$ cat src/rtl/mul_div_unit_if.sv
// Operand, HI/LO-write and result/status signals between the datapath and the MDU.
interface mul_div_unit_if #(
  parameter int unsigned WIDTH = 32
);
  logic             start;
  logic [1:0]       op;
  logic [WIDTH-1:0] A;
  logic [WIDTH-1:0] B;
  logic             hi_we;
  logic             lo_we;
  logic [WIDTH-1:0] WD;
  logic [WIDTH-1:0] HI;
  logic [WIDTH-1:0] LO;
  logic             busy;
  logic             done;

  modport master (
    output start, op, A, B, hi_we, lo_we, WD,
    input  HI, LO, busy, done
  );

  modport slave (
    input  start, op, A, B, hi_we, lo_we, WD,
    output HI, LO, busy, done
  );
endinterface

$ cat src/rtl/mul_div_unit.sv
// Iterative MULT/MULTU/DIV/DIVU unit: WIDTH shift-add or restoring-divide steps on
// unsigned magnitudes, with sign correction applied when HI/LO are written.
module mul_div_unit #(
  parameter int unsigned WIDTH = 32
) (
  input logic           CLK,
  input logic           reset,
  mul_div_unit_if.slave bus
);
  localparam logic [1:0] IDLE = 2'd0;
  localparam logic [1:0] RUN  = 2'd1;
  localparam logic [1:0] DONE = 2'd2;
  localparam int unsigned CW = $clog2(WIDTH);

  logic [1:0]         state_q, state_d;
  logic [CW-1:0]      cnt_q, cnt_d;
  logic [1:0]         op_q, op_d;
  logic [WIDTH-1:0]   mcand_q, mcand_d;
  logic [2*WIDTH-1:0] acc_q, acc_d;
  logic               neg_q, neg_d;
  logic               negr_q, negr_d;
  logic               divz_q, divz_d;
  logic [WIDTH-1:0]   hi_q, hi_d;
  logic [WIDTH-1:0]   lo_q, lo_d;
  logic               busy_q, busy_d;
  logic               done_q, done_d;

  logic               a_neg, b_neg;
  logic [WIDTH-1:0]   a_abs, b_abs;
  logic [WIDTH:0]     mul_sum, div_r, div_sub;
  logic               div_ge;
  logic [WIDTH-1:0]   div_rem;
  logic [2*WIDTH-1:0] prod;
  logic [WIDTH-1:0]   quo, rem;

  always_comb begin
    a_neg = ~bus.op[0] & bus.A[WIDTH-1];
    b_neg = ~bus.op[0] & bus.B[WIDTH-1];
    a_abs = a_neg ? -bus.A : bus.A;
    b_abs = b_neg ? -bus.B : bus.B;

    mul_sum = {1'b0, acc_q[2*WIDTH-1:WIDTH]} + (acc_q[0] ? {1'b0, mcand_q} : '0);
    div_r   = {acc_q[2*WIDTH-1:WIDTH], acc_q[WIDTH-1]};
    div_ge  = div_r >= {1'b0, mcand_q};
    div_sub = div_r - {1'b0, mcand_q};
    div_rem = div_ge ? div_sub[WIDTH-1:0] : div_r[WIDTH-1:0];

    prod = neg_q ? -acc_q : acc_q;
    quo  = acc_q[WIDTH-1:0];
    rem  = acc_q[2*WIDTH-1:WIDTH];
  end

  always_comb begin
    state_d = state_q;
    cnt_d   = cnt_q;
    op_d    = op_q;
    mcand_d = mcand_q;
    acc_d   = acc_q;
    neg_d   = neg_q;
    negr_d  = negr_q;
    divz_d  = divz_q;
    hi_d    = hi_q;
    lo_d    = lo_q;
    busy_d  = busy_q;
    done_d  = 1'b0;
    case (state_q)
      IDLE: begin
        if (bus.hi_we) hi_d = bus.WD;
        if (bus.lo_we) lo_d = bus.WD;
        if (bus.start) begin
          // Multiply: low half holds the multiplier. Divide: low half holds the dividend.
          op_d    = bus.op;
          acc_d   = bus.op[1] ? {{WIDTH{1'b0}}, a_abs} : {{WIDTH{1'b0}}, b_abs};
          mcand_d = bus.op[1] ? b_abs : a_abs;
          neg_d   = a_neg ^ b_neg;
          negr_d  = a_neg;
          divz_d  = bus.op[1] & (bus.B == '0);
          cnt_d   = '0;
          busy_d  = 1'b1;
          state_d = RUN;
        end
      end
      RUN: begin
        acc_d = op_q[1] ? {div_rem, acc_q[WIDTH-2:0], div_ge}
                        : {mul_sum, acc_q[WIDTH-1:1]};
        cnt_d = cnt_q + 1'b1;
        if (cnt_q == CW'(WIDTH-1)) state_d = DONE;
      end
      DONE: begin
        // Divide by zero leaves |A| as remainder; the dividend sign fix restores A.
        if (op_q[1]) begin
          lo_d = divz_q ? '1 : (neg_q ? -quo : quo);
          hi_d = negr_q ? -rem : rem;
        end else begin
          hi_d = prod[2*WIDTH-1:WIDTH];
          lo_d = prod[WIDTH-1:0];
        end
        done_d  = 1'b1;
        busy_d  = 1'b0;
        state_d = IDLE;
      end
      default: state_d = IDLE;
    endcase
  end

  always_ff @(posedge CLK) begin
    if (reset) begin
      state_q <= IDLE;
      cnt_q   <= '0;
      op_q    <= '0;
      mcand_q <= '0;
      acc_q   <= '0;
      neg_q   <= 1'b0;
      negr_q  <= 1'b0;
      divz_q  <= 1'b0;
      hi_q    <= '0;
      lo_q    <= '0;
      busy_q  <= 1'b0;
      done_q  <= 1'b0;
    end else begin
      state_q <= state_d;
      cnt_q   <= cnt_d;
      op_q    <= op_d;
      mcand_q <= mcand_d;
      acc_q   <= acc_d;
      neg_q   <= neg_d;
      negr_q  <= negr_d;
      divz_q  <= divz_d;
      hi_q    <= hi_d;
      lo_q    <= lo_d;
      busy_q  <= busy_d;
      done_q  <= done_d;
    end
  end

  assign bus.HI   = hi_q;
  assign bus.LO   = lo_q;
  assign bus.busy = busy_q;
  assign bus.done = done_q;
endmodule

$ cat src/flat_wrapper.sv
// flat-port wrapper written by rule: the top's interface ports become plain ports
module mul_div_unit_flat 
#(
  parameter int unsigned WIDTH = 32
)
  (CLK, reset, bus_start, bus_op, bus_A, bus_B, bus_hi_we, bus_lo_we, bus_WD, bus_HI, bus_LO, bus_busy, bus_done);
  mul_div_unit_if #(.WIDTH(WIDTH)) bus_i ();
  input logic CLK;
  input logic reset;
  input wire logic [$bits(bus_i.start)-1:0] bus_start;
  input wire logic [$bits(bus_i.op)-1:0] bus_op;
  input wire logic [$bits(bus_i.A)-1:0] bus_A;
  input wire logic [$bits(bus_i.B)-1:0] bus_B;
  input wire logic [$bits(bus_i.hi_we)-1:0] bus_hi_we;
  input wire logic [$bits(bus_i.lo_we)-1:0] bus_lo_we;
  input wire logic [$bits(bus_i.WD)-1:0] bus_WD;
  output wire logic [$bits(bus_i.HI)-1:0] bus_HI;
  output wire logic [$bits(bus_i.LO)-1:0] bus_LO;
  output wire logic [$bits(bus_i.busy)-1:0] bus_busy;
  output wire logic [$bits(bus_i.done)-1:0] bus_done;
  assign bus_i.start = bus_start;
  assign bus_i.op = bus_op;
  assign bus_i.A = bus_A;
  assign bus_i.B = bus_B;
  assign bus_i.hi_we = bus_hi_we;
  assign bus_i.lo_we = bus_lo_we;
  assign bus_i.WD = bus_WD;
  assign bus_HI = bus_i.HI;
  assign bus_LO = bus_i.LO;
  assign bus_busy = bus_i.busy;
  assign bus_done = bus_i.done;
  mul_div_unit #(.WIDTH(WIDTH)) u_core (.CLK(CLK), .reset(reset), .bus(bus_i));
endmodule
$ cat config.mk
export PLATFORM = sky130hd
export DESIGN_NAME = mul_div_unit_flat
export DESIGN_NICKNAME = d
export VERILOG_FILES = /design/src/rtl/mul_div_unit_if.sv /design/src/rtl/mul_div_unit.sv /design/src/flat_wrapper.sv
export SDC_FILE = /design/constraint.sdc
export NUM_CORES = 1
export LEC_CHECK = 0
export ABC_AREA = 1
export BUFFER_PORTS_ARGS = -buffer_cell sky130_fd_sc_hd__buf_2
export CAP_MARGIN = 20
export CELL_PAD_IN_SITES_DETAIL_PLACEMENT = 1
export CELL_PAD_IN_SITES_GLOBAL_PLACEMENT = 2
export CORE_UTILIZATION = 32
export CTS_BUF_LIST = sky130_fd_sc_hd__clkbuf_2
export DETAILED_ROUTE_END_ITERATION = 8
export PLACE_DENSITY_LB_ADDON = 0.1
export SLEW_MARGIN = 20
export SYNTH_ARGS = -nofsm -noshare
export SYNTH_HDL_FRONTEND = slang
export SYNTH_SLANG_ARGS = --single-unit
$ cat constraint.sdc
create_clock -name CLK -period 3.2 [get_ports CLK]
set_clock_uncertainty 0.15 [all_clocks]
set_input_delay 0.96 -clock CLK [delete_from_list [all_inputs] [get_ports CLK]]
set_output_delay 0.96 -clock CLK [all_outputs]
set_load 0.03 [all_outputs]
# [Word-level counts from Yosys, hierarchy flattened]
# Cells that the tools add are included.
# Widths: inputs -> output; s select.
[op_classes] eq_ne=7 bitwise_logic=5 n_addsub=8 muxes=27 reduce_logical=10 magnitude_cmp=1
[ops] op="$mux 32" n=13
[ops] op="$mux 64" n=3
[ops] op="$neg 32->32" n=4
[ops] op="$pmux 32 s2" n=2
[ops] op="$pmux 64 s2" n=1
[ops] op="$neg 64->64" n=1
[ops] op="$add 32x32->33" n=1
[ops] op="$ge 33x32->1" n=1
[ops] op="$logic_not 32->1" n=1
[ops] op="$sub 32x32->32" n=1
[ops] op="$reduce_and 2->1" n=6
[ops] op="$pmux 5 s2" n=1
[ops] op="$ne 2x2->1 const B" n=3
[ops] op="$add 5x1->5 const B" n=1
[ops] op="$eq 5x5->1 const B" n=1
[ops] op="$mux 5" n=1
[ops] op="$mux 2" n=2
[ops] op="$pmux 2 s2" n=1
[ops] op="$reduce_bool 2->1" n=2
[ops] op="$and 1x1->1" n=3
[ops] op="$eq 2x1->1 const B" n=1
[ops] op="$eq 2x2->1 const B" n=1
[ops] op="$logic_not 2->1" n=1
[ops] op="$mux 1" n=2
[ops] op="other kinds (4)" n=4
[totals] reg_bits=174 output_inout_bits=66 in_bits=103

# [Depth between registers and ports, before layout]
[depth] depth_word=6 mapped_depth=19 depth_no_buf=17

# [Least setup slack after synthesis]
# OpenSTA, ideal clock, no wires.
[synth_path] path_kind="reg2reg" startpoint="register u_core.acc_q[0]" endpoint="register u_core.acc_q[63]" stages_incl_launch_ff=19 arrival_time_ps=2449 slack_ps=531 n_path_buf=2 setup_ps=70 required_ps=2980 path_cell_list="dfxtp_1 > buf_6 > clkbuf_1 > nand2_1 > inv_1 > ha_1 > inv_1 > fa_1 > o21ai_0 > inv_1 > o21bai_1 > nand3_1 > nand3_1 > nand2_1 > nand2_1 > nand2_1 > inv_1 > nand2_1 > a21oi_1"
[synth_between] elab_chain_cells=4
[synth_rtl] element="from (decl)" line="mul_div_unit.sv:19" rtl="logic [2*WIDTH-1:0] acc_q, acc_d;"
[synth_rtl] element="from (signal assigned)" line="mul_div_unit.sv:112" rtl="acc_q <= '0;"
[synth_rtl] element="from (signal assigned)" line="mul_div_unit.sv:125" rtl="acc_q <= acc_d;"
[synth_rtl] element="$mux 32" line="mul_div_unit.sv:42" rtl="mul_sum = {1'b0, acc_q[2*WIDTH-1:WIDTH]} + (acc_q[0] ? {1'b0, mcand_q} : '0);"
[synth_rtl] element="$add 32x32->33" line="mul_div_unit.sv:42"
[synth_rtl] element="$mux 64" line="mul_div_unit.sv:84" rtl="acc_d = op_q[1] ? {div_rem, acc_q[WIDTH-2:0], div_ge}"
[synth_rtl] element="$pmux 64 s2" line="mul_div_unit.sv:66" rtl="case (state_q)"
# No other way between the ends.
# A chain may end at the register's enable or synchronous reset.

# [Worst setup path in the final report]
[layout_path] startpoint="register u_core.acc_q[59]" endpoint="register u_core.acc_q[0]"
[layout_between] elab_chain_cells=3
[layout_rtl] element="$ge 33x32->1" line="mul_div_unit.sv:44" rtl="div_ge = div_r >= {1'b0, mcand_q};"
[layout_rtl] element="$mux 64" line="mul_div_unit.sv:84"
[layout_rtl] element="$pmux 64 s2" line="mul_div_unit.sv:66"
# No other way between the ends.

==> results.cfg <==
[setup_path]
crit_type = reg2reg
cp.required_ns = 3.93
cp-start-kind = register
slowest_stage = dfxtp_1
critPathArrivalTime_ns = 3.92
max_stage_delay_ns = 0.60
cp_top_family = simple AND/OR/NAND/NOR gates
crit_path_end_kind = register
worst-path-buf-inv = 2
r2r_slack_ns = 0.01
critPathMaxFanout = 19
worstPathCellList = ha_1, nand2_1, inv_1, nand4_1, nor2_1, nand2_1, nand2_2, nor2_4, nand2_4, buf_12, o21ai_0, a21oi_1
cp_common_cell = nand2_1

[synth]
syn_avg_cell_area_sq_um = 5.56
async_reset_ff_share_pct = 0
ys_ff_latch = 173
synth_ff_type = dfxtp_1
syn_area_sq_um = 17800
ys_warn_count = 0
synth_edf_count = 0
syn_nets = 3376
synth_seq_area_share_pct = 19.5
syn_inst = 3201
synth.distinct_cells = 51

[cells_and_area]
stdcell_count = 4159
drive_gt1_share_pct = 11.1
final_common_cell = nand2_1
final_cell_mix = 911 x nand2_1, 450 x inv_1, 332 x nand3_1
stdcell_area_sq_um = 20600
areaGrowthSynthToFinish_pct = 15.6
nets = 3572
fin_util_pct = 37.4

[sta]
tightest_slew_ns = 0.832
finalCritPeriodShare_pct = 99.7
fin_ws_ns = 0.0100
whs_ns = 0.166
setup_tns_ns = 0
finalCriticalPeriod_ns = 3.19
hold_viol_final = 0
rsz0062_at_grt = no
fmax_ghz = 0.313
setup_viol = 0
slew_headroom_pct = 44.5
finalMaxSlewViolations = 0

[clock_tree]
cts_buffer_depth = 2
clock_latency_ns = 1.06
clk_pin_slew_ns = 0.33
cts-htree-levels = 4
numCtsBuffers = 17
root_buffer = clkbuf_2
cts.sinks = 173
cts_tree = built

[detailed_routing]
wl_mm = 95.6
vias = 22800
antenna_left = 0
wire_per_inst_microns = 23.0
drt_pass1_iterations = 5
drtIter0Drc = 1675
vias_per_cell = 5.48
drc = 0

[grt]
grt_max_degree = 124
grt_pass1_wl_mm = 141
grt_usage_pct = 33.4
antenna_found_initial = 3
overflow = 0
grt_pass1_vias = 22500

[place]
gp_congestion = 0.986
place_area_sq_um = 20000
portBuffers = 168
place_inst = 4094
post-place-ws_ns = -0.0158
post-dp-hpwl_mm = 78.7

[pwr]
power.density_nw_per_um2 = 381
peakVddDrop_mv = 0.350
fin_total_pwr_mw = 7.84
leakage_nw = 10.4

[floorplanning]
die_w_microns = 238
dieArea_sq_um = 56600
chipHeight_microns = 238
coreArea_sq_um = 55000
start_util_pct = 32.4
top_level_ports = 169
row_count = 86

[job]
maxCapViolCount = 0

[run_status]
outcome = complete, no violations

[min_path]
holdCritPathClass = in2reg
==> path summary, 6_finish.rpt <==
| kind | startpoint | to | cells after the start |
|---|---|---|---|
| hold / removal | bus_A[31] | u_core.mcand_q[31] | 5 |
| hold reg to reg | u_core.bus.busy | u_core.bus.busy | 2 |
| setup / recovery | u_core.acc_q[59] | u_core.acc_q[0] | 12 |
| setup reg to reg | u_core.acc_q[59] | u_core.acc_q[0] | 12 |
==> registers in the layout, summed over array words and instances, names as in the netlist <==
name	count
u_core.op_q	1
u_core.state_q	2
u_core.negr_q	1
u_core.bus.done	1
u_core.bus.busy	1
u_core.mcand_q	32
u_core.cnt_q	5
u_core.bus.LO	32
u_core.neg_q	1
u_core.acc_q	64
u_core.bus.HI	32
u_core.divz_q	1
==> worst register-to-register path: stages (launching register included) <==
cell,delay [ns]
dfxtp_1,0.60
ha_1,0.37
nand2_1,0.15
inv_1,0.14
nand4_1,0.21
nor2_1,0.06
nand2_1,0.14
nand2_2,0.09
nor2_4,0.29
nand2_4,0.13
buf_12,0.17
o21ai_0,0.31
a21oi_1,0.18
==> power by group <==
group	internal [mW]	switching [mW]
clock	0.462	0.989
sequential	2.33	0.198
combinational	1.15	2.71
total	3.95	3.89
==> cells in the mapped netlist (12+ instances only) <==
library cell | instances | area share [%]
o211ai_1 | 27 | 1.1
ha_1 | 70 | 4.9
inv_1 | 454 | 9.6
nand2_1 | 911 | 19
o21ai_0 | 245 | 6.9
o21bai_1 | 12 | 0.51
buf_2 | 14 | 0.39
xor2_1 | 45 | 2.2
a31oi_1 | 53 | 1.9
nand3b_1 | 14 | 0.59
buf_1 | 16 | 0.34
a21oi_1 | 260 | 7.3
nor2_1 | 236 | 5.0
nor3_1 | 42 | 1.2
nand3_1 | 332 | 9.3
or2_2 | 14 | 0.49
dfxtp_1 | 173 | 19
clkbuf_1 | 99 | 2.1
nand4_1 | 63 | 2.2
==> kinds of logic after synthesis <==
| family | count (synthesis) | synth area share [%] |
|---|---|---|
| and+or+nand+nor | 1654 | 39.8 |
| buffers and inverters | 595 | 12.8 |
| adders and majority gates | 72 | 5.15 |
| xor gates and xnor gates | 53 | 2.61 |
| AOI/OAI and AO/OA | 654 | 20.1 |
| DFF | 173 | 19.5 |
==> routing by layer <==
metal,wire [microns],vias to the layer above,global-route usage [%]
met2,44100,674,54.8
met5,13,-,0
met3,4070,152,3.52
met1,42900,11100,43.5
li1,-,10900,-
met4,4580,2,16.4
==> final cells by class <==
| class | instances | area, sq um |
|---|---|---|
| antenna | 2 | 5.00 |
| timing repair buffer | 311 | 2070 |
| clock inverter | 13 | 178 |
| inverter | 461 | 1730 |
| sequential | 173 | 3470 |
| fill | 7583 | 34400 |
| multi-input combinational | 2433 | 12100 |
| clock buffer | 18 | 90.1 |
| tap | 748 | 936 |
==> repair_timing <==
action | 4_1_cts | 5_1_grt
gates resized for setup | 0 | 6
endpoints found under the setup margin | 0 | 6
hold endpoints to repair | 42 | 0
setup buffers | 0 | 1
hold buffers | 31 | 0
Note: power is estimated with default switching activity, not from simulation.
